$ cat config.mk
export PLATFORM = sky130hd
export DESIGN_NAME = sap_controller
export DESIGN_NICKNAME = d
export VERILOG_FILES = /design/src/rtl/sap_controller.sv
export SDC_FILE = /design/constraint.sdc
export NUM_CORES = 1
export LEC_CHECK = 0
export CAP_MARGIN = 20
export CORE_MARGIN = 10
export CORE_UTILIZATION = 41
export DETAILED_ROUTE_END_ITERATION = 6
export DONT_BUFFER_PORTS = 1
export HOLD_SLACK_MARGIN = 0.12
export PLACE_DENSITY = 0.69
export SYNTH_ARGS = -nofsm -noshare
export SYNTH_HDL_FRONTEND = slang
export SYNTH_SLANG_ARGS = --single-unit
$ cat constraint.sdc
create_clock -name clk -period 1.34 [get_ports clk]
set_input_delay 0.268 -clock clk [delete_from_list [all_inputs] [get_ports clk]]
set_output_delay 0.268 -clock clk [all_outputs]
set_load 0.01 [all_outputs]
$ cat src/rtl/sap_controller.sv
`default_nettype none
// ============================================================================
// Module      : sap_controller
// Description : SAP-1 style five-T-state sequencer and control-word decoder.
//               Optional macro SAP_COND_JUMP_EN enables JC (0x7) / JZ (0x8).
// Revision    : 1.0 - initial release
// ============================================================================
module sap_controller (
    input  logic        clk,
    input  logic        rst,
    input  logic        ena,
    input  logic [7:0]  instr,
    input  logic        cf_in,
    input  logic        zf_in,
    output logic [15:0] ctrl,
    output logic [2:0]  tstate,
    output logic [1:0]  flags
);

    typedef enum logic [2:0] {
        T0 = 3'd0,
        T1 = 3'd1,
        T2 = 3'd2,
        T3 = 3'd3,
        T4 = 3'd4
    } tstate_t;

    localparam int unsigned c_pc_inc     = 0;
    localparam int unsigned c_pc_out     = 1;
    localparam int unsigned c_pc_load    = 2;
    localparam int unsigned c_mar_load   = 3;
    localparam int unsigned c_ram_out    = 4;
    localparam int unsigned c_ram_in     = 5;
    localparam int unsigned c_ir_load    = 6;
    localparam int unsigned c_ir_out     = 7;
    localparam int unsigned c_a_load     = 8;
    localparam int unsigned c_a_out      = 9;
    localparam int unsigned c_b_load     = 10;
    localparam int unsigned c_alu_out    = 11;
    localparam int unsigned c_alu_sub    = 12;
    localparam int unsigned c_out_load   = 13;
    localparam int unsigned c_flags_load = 14;
    localparam int unsigned c_halt       = 15;

    localparam logic [3:0] c_op_lda = 4'h1;
    localparam logic [3:0] c_op_add = 4'h2;
    localparam logic [3:0] c_op_sub = 4'h3;
    localparam logic [3:0] c_op_sta = 4'h4;
    localparam logic [3:0] c_op_ldi = 4'h5;
    localparam logic [3:0] c_op_jmp = 4'h6;
    localparam logic [3:0] c_op_jc  = 4'h7;
    localparam logic [3:0] c_op_jz  = 4'h8;
    localparam logic [3:0] c_op_out = 4'hE;
    localparam logic [3:0] c_op_hlt = 4'hF;

    tstate_t     tstate_q, tstate_d;
    logic [1:0]  flags_q, flags_d;
    logic        halt_q, halt_d;
    logic [3:0]  w_op;
    logic [15:0] w_word;
    logic        w_unused_operand;

    assign w_op             = instr[7:4];
    assign w_unused_operand = ^instr[3:0];

    // Raw decode of the registered T-state; gating by rst/ena happens on the output.
    always_comb begin
        w_word = '0;
        if (halt_q) begin
            w_word[c_halt] = 1'b1;
        end else begin
            case (tstate_q)
                T0: begin
                    w_word[c_pc_out]   = 1'b1;
                    w_word[c_mar_load] = 1'b1;
                end
                T1: begin
                    w_word[c_ram_out] = 1'b1;
                    w_word[c_ir_load] = 1'b1;
                    w_word[c_pc_inc]  = 1'b1;
                end
                T2: begin
                    case (w_op)
                        c_op_lda, c_op_add, c_op_sub, c_op_sta: begin
                            w_word[c_ir_out]   = 1'b1;
                            w_word[c_mar_load] = 1'b1;
                        end
                        c_op_ldi: begin
                            w_word[c_ir_out] = 1'b1;
                            w_word[c_a_load] = 1'b1;
                        end
                        c_op_jmp: begin
                            w_word[c_ir_out]  = 1'b1;
                            w_word[c_pc_load] = 1'b1;
                        end
`ifdef SAP_COND_JUMP_EN
                        c_op_jc: begin
                            w_word[c_ir_out]  = flags_q[0];
                            w_word[c_pc_load] = flags_q[0];
                        end
                        c_op_jz: begin
                            w_word[c_ir_out]  = flags_q[1];
                            w_word[c_pc_load] = flags_q[1];
                        end
`endif
                        c_op_out: begin
                            w_word[c_a_out]    = 1'b1;
                            w_word[c_out_load] = 1'b1;
                        end
                        c_op_hlt: begin
                            w_word[c_halt] = 1'b1;
                        end
                        default: ;
                    endcase
                end
                T3: begin
                    case (w_op)
                        c_op_lda: begin
                            w_word[c_ram_out] = 1'b1;
                            w_word[c_a_load]  = 1'b1;
                        end
                        c_op_add, c_op_sub: begin
                            w_word[c_ram_out] = 1'b1;
                            w_word[c_b_load]  = 1'b1;
                        end
                        c_op_sta: begin
                            w_word[c_a_out]  = 1'b1;
                            w_word[c_ram_in] = 1'b1;
                        end
                        default: ;
                    endcase
                end
                T4: begin
                    if (w_op == c_op_add || w_op == c_op_sub) begin
                        w_word[c_alu_out]    = 1'b1;
                        w_word[c_a_load]     = 1'b1;
                        w_word[c_flags_load] = 1'b1;
                        w_word[c_alu_sub]    = (w_op == c_op_sub);
                    end
                end
                default: ;
            endcase
        end
    end

    assign ctrl   = (rst || !ena) ? 16'h0000 : w_word;
    assign tstate = tstate_q;
    assign flags  = flags_q;

    // HLT in T2 latches halt instead of advancing, so tstate parks at 2.
    always_comb begin
        tstate_d = tstate_q;
        flags_d  = flags_q;
        halt_d   = halt_q;
        if (ena && !halt_q) begin
            if (tstate_q == T2 && w_op == c_op_hlt) begin
                halt_d = 1'b1;
            end else begin
                if (w_word[c_flags_load]) begin
                    flags_d = {zf_in, cf_in};
                end
                case (tstate_q)
                    T0:      tstate_d = T1;
                    T1:      tstate_d = T2;
                    T2:      tstate_d = T3;
                    T3:      tstate_d = T4;
                    default: tstate_d = T0;
                endcase
            end
        end
    end

    always_ff @(posedge clk) begin
        if (rst) begin
            tstate_q <= T0;
            flags_q  <= 2'b00;
            halt_q   <= 1'b0;
        end else begin
            tstate_q <= tstate_d;
            flags_q  <= flags_d;
            halt_q   <= halt_d;
        end
    end

endmodule
`default_nettype wire
==> results.json, run 1 <==
{
  "seq_power_share_pct": 36.0,
  "most-common-layout-cells": "buf_4, nand2_1, nor2_1",
  "wl_met3_um": 181,
  "clock-root-buffer": "clkbuf_4",
  "syn_to_final_growth_pct": 67.0,
  "fin_tns_setup_ps": -3480,
  "slew_viol_final": 0,
  "rsz0062_at_grt": "yes",
  "wl_met1_um": 726,
  "num_vias": 617,
  "initial_core_util_pct": 45.9,
  "num_antenna_cells": 0,
  "cellPowerDensity_nw_per_um2": 599,
  "pre_cts_slack_ps": -107,
  "clockPowerShare_pct": 31.1,
  "via_per_inst": 5.88,
  "postSynthAreaPerCell_um2": 7.47,
  "internal_power_w": 0.000374,
  "drt-wirelength-per-cell_um": 19.5,
  "ir_worst_vdd_mv": 0.693,
  "grt.total_usage_pct": 12.3,
  "synth-seq-area-share_pct": 22.3,
  "min_delay_path_depth": 2,
  "routed.top_layer": "met4",
  "crit_slowest_cell": "dfxtp_2",
  "io_buffer_count": 0,
  "status": "complete, but fails checks",
  "cts.clk_slew.worst_paths_ps": 50,
  "worst_hold_slack_ps": 168,
  "end_kind": "primary output",
  "cp_max_fo": 3,
  "r2r_cells": 4,
  "fin_crit_sh_pct": 121,
  "hold-path-endpoint": "flags[0]",
  "setup_viol": 18,
  "cap_violations": 0,
  "worstMarginPinSlew_ps": 601,
  "drcViolationCount": 0,
  "p_sw_share_pct": 30.5,
  "cp.arrival_ps": 1350,
  "hold_path.class": "in -> reg",
  "setup_ws_ps": -282,
  "drtIter0Drc": 16,
  "violations": "negative setup slack",
  "place_congestion": 0.749,
  "synthCells": 72,
  "synth_fp_nets": 85,
  "rr_startpoint": "tstate[0]",
  "crit_buf_inv": 2,
  "wl_um": 2050,
  "critPathLaunchType": "flip-flop",
  "crit_top_cell": "buf_4",
  "overflow": 0,
  "fp-row-count": 12,
  "final_cell_count_no_fill": 105,
  "chipWidth_um": 56.2,
  "antenna_found_initial": 0,
  "relSlewSlack_pct": 59.5,
  "r2r_setup_slack_ps": -100,
  "grt_pass1_wl_um": 3260,
  "cts_tree": "yes",
  "finalNetCount": 106,
  "crit_required_ps": 1070,
  "final_common_cell": "buf_4",
  "p_leak_nw": 0.342,
  "syn_area_um2": 538,
  "path_class": "reg -> out",
  "dieArea_um2": 3160,
  "cts_max_path_buffers": 2,
  "post-route-util_pct": 76.7,
  "synth.distinct_cells": 32,
  "cts_buffers": 3,
  "dp.cells": 94,
  "crit_chain": "nor3b_4 -> buf_4 -> nand2_4 -> nor4_4 -> buf_4",
  "finalHoldViolCount": 0,
  "synth_warnings": 0,
  "drt_first_pass_iters": 4,
  "io_pins": 34,
  "clock_sinks": 6,
  "skew_ps": 4.45,
  "crit_start": "halt_q",
  "max_freq_mhz": 616,
  "critical-path-top-delay-family": "simple AND/OR/NAND/NOR gates",
  "cts-htree-levels": 1,
  "critical_path.max_stage_delay_ps": 320,
  "grt_start_max_net_pins": 10,
  "r2r-end": "flags[1]",
  "insertion_delay_ps": 240,
  "combPwrFrac_pct": 32.9,
  "grt_pass1_vias": 662,
  "dp.final_hpwl_um": 1280,
  "ant_nets": 0,
  "die_height_um": 56.2,
  "p_switching_w": 0.000164,
  "ys_ff_latch": 6,
  "fin_crit_ps": 1620,
  "coreArea_um2": 1170,
  "wl_met2_um": 1110,
  "drive_gt1_share_pct": 58.2,
  "min_from": "cf_in"
}
[through the flow]
step           cell area [um2]  total power [W]
2_1_floorplan              629         0.000297
3_3_place_gp               687         0.000312
3_5_place_dp               687         0.000315
4_1_cts                    817         0.000510
5_1_grt                    898         0.000567
6_report                   898         0.000538
[area by class of cell]
| class | instances | area, um2 |
|---|---|---|
| clock buffer | 3 | 22.5 |
| sequential | 6 | 128 |
| inverter | 3 | 11.3 |
| tap | 14 | 17.5 |
| timing repair buffer | 23 | 183 |
| fill | 80 | 273 |
| multi-input combinational | 56 | 537 |
[worst max path at each step]
stage	end	cells after the start
6_report	ctrl[10]	5
4_1_cts	ctrl[7]	5
3_5_place_dp	ctrl[2]	3
2_1_floorplan	ctrl[3]	3
5_1_grt	ctrl[10]	5
3_3_place_gp	ctrl[2]	3
[metal layers]
metal / global-route usage [%] / vias up
met2: 21.6 / 26
met4: 4.44 / 0
li1: - / 295
met5: 0 / -
met3: 5.69 / 2
met1: 12.3 / 294
[logic make-up (layout without fill, tap and decap cells)]
family	after synthesis	after routing	synth area share, %
simple gates	41	41	46.5
flops	6	6	22.3
mux	2	2	3.72
xor+xnor	1	1	1.63
buf+inv	10	29	11.2
compound gates	12	12	14.7
[cell usage after synthesis]
master | count | share of area [%]
nor4_1 | 1 | 1.2
buf_6 | 1 | 2.1
inv_1 | 3 | 2.1
or3_1 | 1 | 1.2
xor2_1 | 1 | 1.6
a21oi_1 | 4 | 3.7
o21ai_0 | 3 | 2.8
nand2_1 | 10 | 7.0
nor2_1 | 7 | 4.9
nor4b_4 | 1 | 4.4
nand2b_1 | 3 | 3.5
nor4b_2 | 1 | 2.8
a311oi_1 | 1 | 1.6
mux2i_1 | 2 | 3.7
buf_2 | 3 | 2.8
a22o_1 | 1 | 1.6
nand3b_1 | 2 | 2.8
nor3b_1 | 1 | 1.4
nor2b_1 | 2 | 2.3
buf_4 | 2 | 2.8
or4_1 | 1 | 1.4
and4bb_1 | 1 | 2.3
or4b_1 | 1 | 1.9
nand3_1 | 1 | 0.93
o21a_1 | 1 | 1.4
dfxtp_1 | 6 | 22
a211oi_1 | 1 | 1.4
nand4_1 | 2 | 2.3
nand4b_1 | 1 | 1.6
nor3_1 | 5 | 4.7
clkbuf_4 | 1 | 1.4
a311o_2 | 1 | 2.1
[sequential cells by signal, indices dropped and copies added (netlist names)]
name / count
tstate: 3
halt_q: 1
flags: 2
[repair_timing]
action / 4_1_cts / 5_1_grt
endpoints found under the hold margin: 2 / 0
hold buffers: 1 / 0
resized for setup: 15 / 11
setup buffers: 4 / 3
endpoints found under the setup margin: 19 / 19
gates cloned: 0 / 0
pin swaps: 12 / 6
[power groups by stage]
| stage | Combinational (W) | Clock [W] | Sequential, W |
|---|---|---|---|
| after floorplan | 0.000102 | 0 | 0.000195 |
| after global placement | 0.000115 | 0 | 0.000197 |
| after detailed placement | 0.000118 | 0 | 0.000197 |
| after CTS | 0.000145 | 0.000171 | 0.000194 |
| after global routing | 0.000190 | 0.000184 | 0.000194 |
| final | 0.000177 | 0.000167 | 0.000194 |
Note: power is estimated with default switching activity, not from simulation.
==> inputs of run 2 (changes only) <==
Settings changed: CORE_AREA set to 10 10 47 49, CORE_MARGIN 10 to not set, CORE_UTILIZATION 41 to not set, DIE_AREA set to 0 0 57 59.
==> run 2 against run 1 <==
  * The run still ends with negative setup slack left
  * Final cell count fell by 0.95%
  * Sequential share of layout area grew 0.85 points
  * Non-clock buffer count is 3 lower
  * Setup slack worse by 45 ps
  * Largest cell class unchanged
==> results.json, run 2 (synthesis gave the netlist of run 1 again) <==
{
  "status": "complete, but fails checks",
  "violations": "negative setup slack",
  "end_kind": "primary output",
  "cts.clk_slew.worst_paths_ps": 50,
  "final_common_cell": "buf_4",
  "drtIter0Drc": 9,
  "most-common-layout-cells": "buf_4, nand2_1, nor2_1, dfxtp_2",
  "finalNetCount": 103,
  "p_switching_w": 0.000144,
  "p_leak_nw": 0.308,
  "wl_um": 1680,
  "grt_pass1_wl_um": 2750,
  "critPathLaunchType": "flip-flop",
  "fin_crit_ps": 1670,
  "cts-htree-levels": 1,
  "rsz0062_at_grt": "yes",
  "num_antenna_cells": 0,
  "dieArea_um2": 3360,
  "coreArea_um2": 1400,
  "clock_sinks": 6,
  "clockPowerShare_pct": 32.9,
  "largest_register_ffs": 3,
  "finalHoldViolCount": 0,
  "final_cell_count_no_fill": 104,
  "num_vias": 571,
  "syn_to_final_growth_pct": 54.4,
  "chipWidth_um": 57,
  "via_per_inst": 5.49,
  "overflow": 0,
  "internal_power_w": 0.000357,
  "combPwrFrac_pct": 28.4,
  "cap_violations": 0,
  "max_freq_mhz": 600,
  "io_buffer_count": 0,
  "drt_first_pass_iters": 6,
  "hold_path.class": "in -> reg",
  "cp_max_fo": 3,
  "cts_tree": "yes",
  "grt.total_usage_pct": 10.0,
  "grt_use_met3_pct": 2.79,
  "grt_pass1_vias": 581,
  "cts_buffers": 3,
  "io_pins": 34,
  "dp.cells": 95,
  "cp.arrival_ps": 1400,
  "dp.final_hpwl_um": 1290,
  "insertion_delay_ps": 240,
  "ir_worst_vdd_mv": 0.389,
  "fp-row-count": 14,
  "drcViolationCount": 0,
  "drt-wirelength-per-cell_um": 16.2,
  "die_height_um": 59,
  "met1_usage_pct": 10.1,
  "ant_nets": 0,
  "antenna_found_initial": 0,
  "grt_start_max_net_pins": 10,
  "pre_cts_slack_ps": -123,
  "path_class": "reg -> out",
  "crit_required_ps": 1070,
  "setup_viol": 19,
  "skew_ps": 1.53,
  "cts_max_path_buffers": 2,
  "grt-busiest-layer": "met2",
  "use_met2_pct": 18.0,
  "initial_core_util_pct": 38.4,
  "clock-root-buffer": "clkbuf_4",
  "fin_crit_sh_pct": 124,
  "place_congestion": 0.770,
  "relSlewSlack_pct": 76.7,
  "drive_gt1_share_pct": 52.3,
  "slew_viol_final": 0,
  "seq_power_share_pct": 38.7,
  "worstMarginPinSlew_ps": 346,
  "cellPowerDensity_nw_per_um2": 604,
  "post-route-util_pct": 59.3,
  "setup_ws_ps": -327,
  "p_sw_share_pct": 28.8
}
[run 2: final cells by class]
cell class                 instances  area [um2]
tap                               16        20.0
fill                             127         571
clock buffer                       3        22.5
sequential                         6         125
timing repair buffer              20         164
inverter                           3        11.3
multi-input combinational         56         488
[run 2: critical path, stage by stage (launching register included)]
cell	delay, ps
dfxtp_2	330
nor3b_4	230
buf_4	170
nand2_4	50
nor4_2	210
buf_4	160
[run 2: stage by stage]
step           hold slack, ps  power [W]  instance area (um2)  TNS (ps)
2_1_floorplan             330   0.000297                  629      -235
3_3_place_gp              332   0.000309                  682      -231
3_5_place_dp              335   0.000312                  682      -441
4_1_cts                   171   0.000503                  823     -3990
5_1_grt                   185   0.000529                  831     -4980
6_report                  173   0.000502                  831     -3840
[run 2: metal layers]
metal / wire length (um) / vias to the layer above / part of all wire (%)
li1: - / 291 / -
met1: 662 / 261 / 39
met2: 903 / 17 / 54
met3: 101 / 2 / 6.0
met4: 16 / 0 / 0.95
met5: 0 / - / 0
[run 2: worst paths after layout]
| kind | slack [ps] | to | startpoint | cells past startpoint |
|---|---|---|---|---|
| worst max-delay path | -330 | ctrl[10] | halt_q | 5 |
| worst min register to register | 510 | flags[1] | flags[1] | 2 |
| worst max register to register | -90 | tstate[1] | halt_q | 6 |
| worst min-delay path | 170 | flags[1] | zf_in | 2 |
[run 2: power by group through the flow]
stage | Sequential, W | Combinational [W] | Clock [W]
2_1_floorplan | 0.000195 | 0.000102 | 0
3_3_place_gp | 0.000195 | 0.000114 | 0
3_5_place_dp | 0.000196 | 0.000116 | 0
4_1_cts | 0.000193 | 0.000139 | 0.000170
5_1_grt | 0.000194 | 0.000154 | 0.000180
6_report | 0.000194 | 0.000142 | 0.000165
[run 2: timing repair]
item	in CTS	in global routing
setup endpoints to repair	19	21
gates cloned	0	0
hold buffers	1	0
pin swaps	11	5
gates resized for setup	17	2
endpoints found under the hold margin	2	0
buffers inserted	5	0
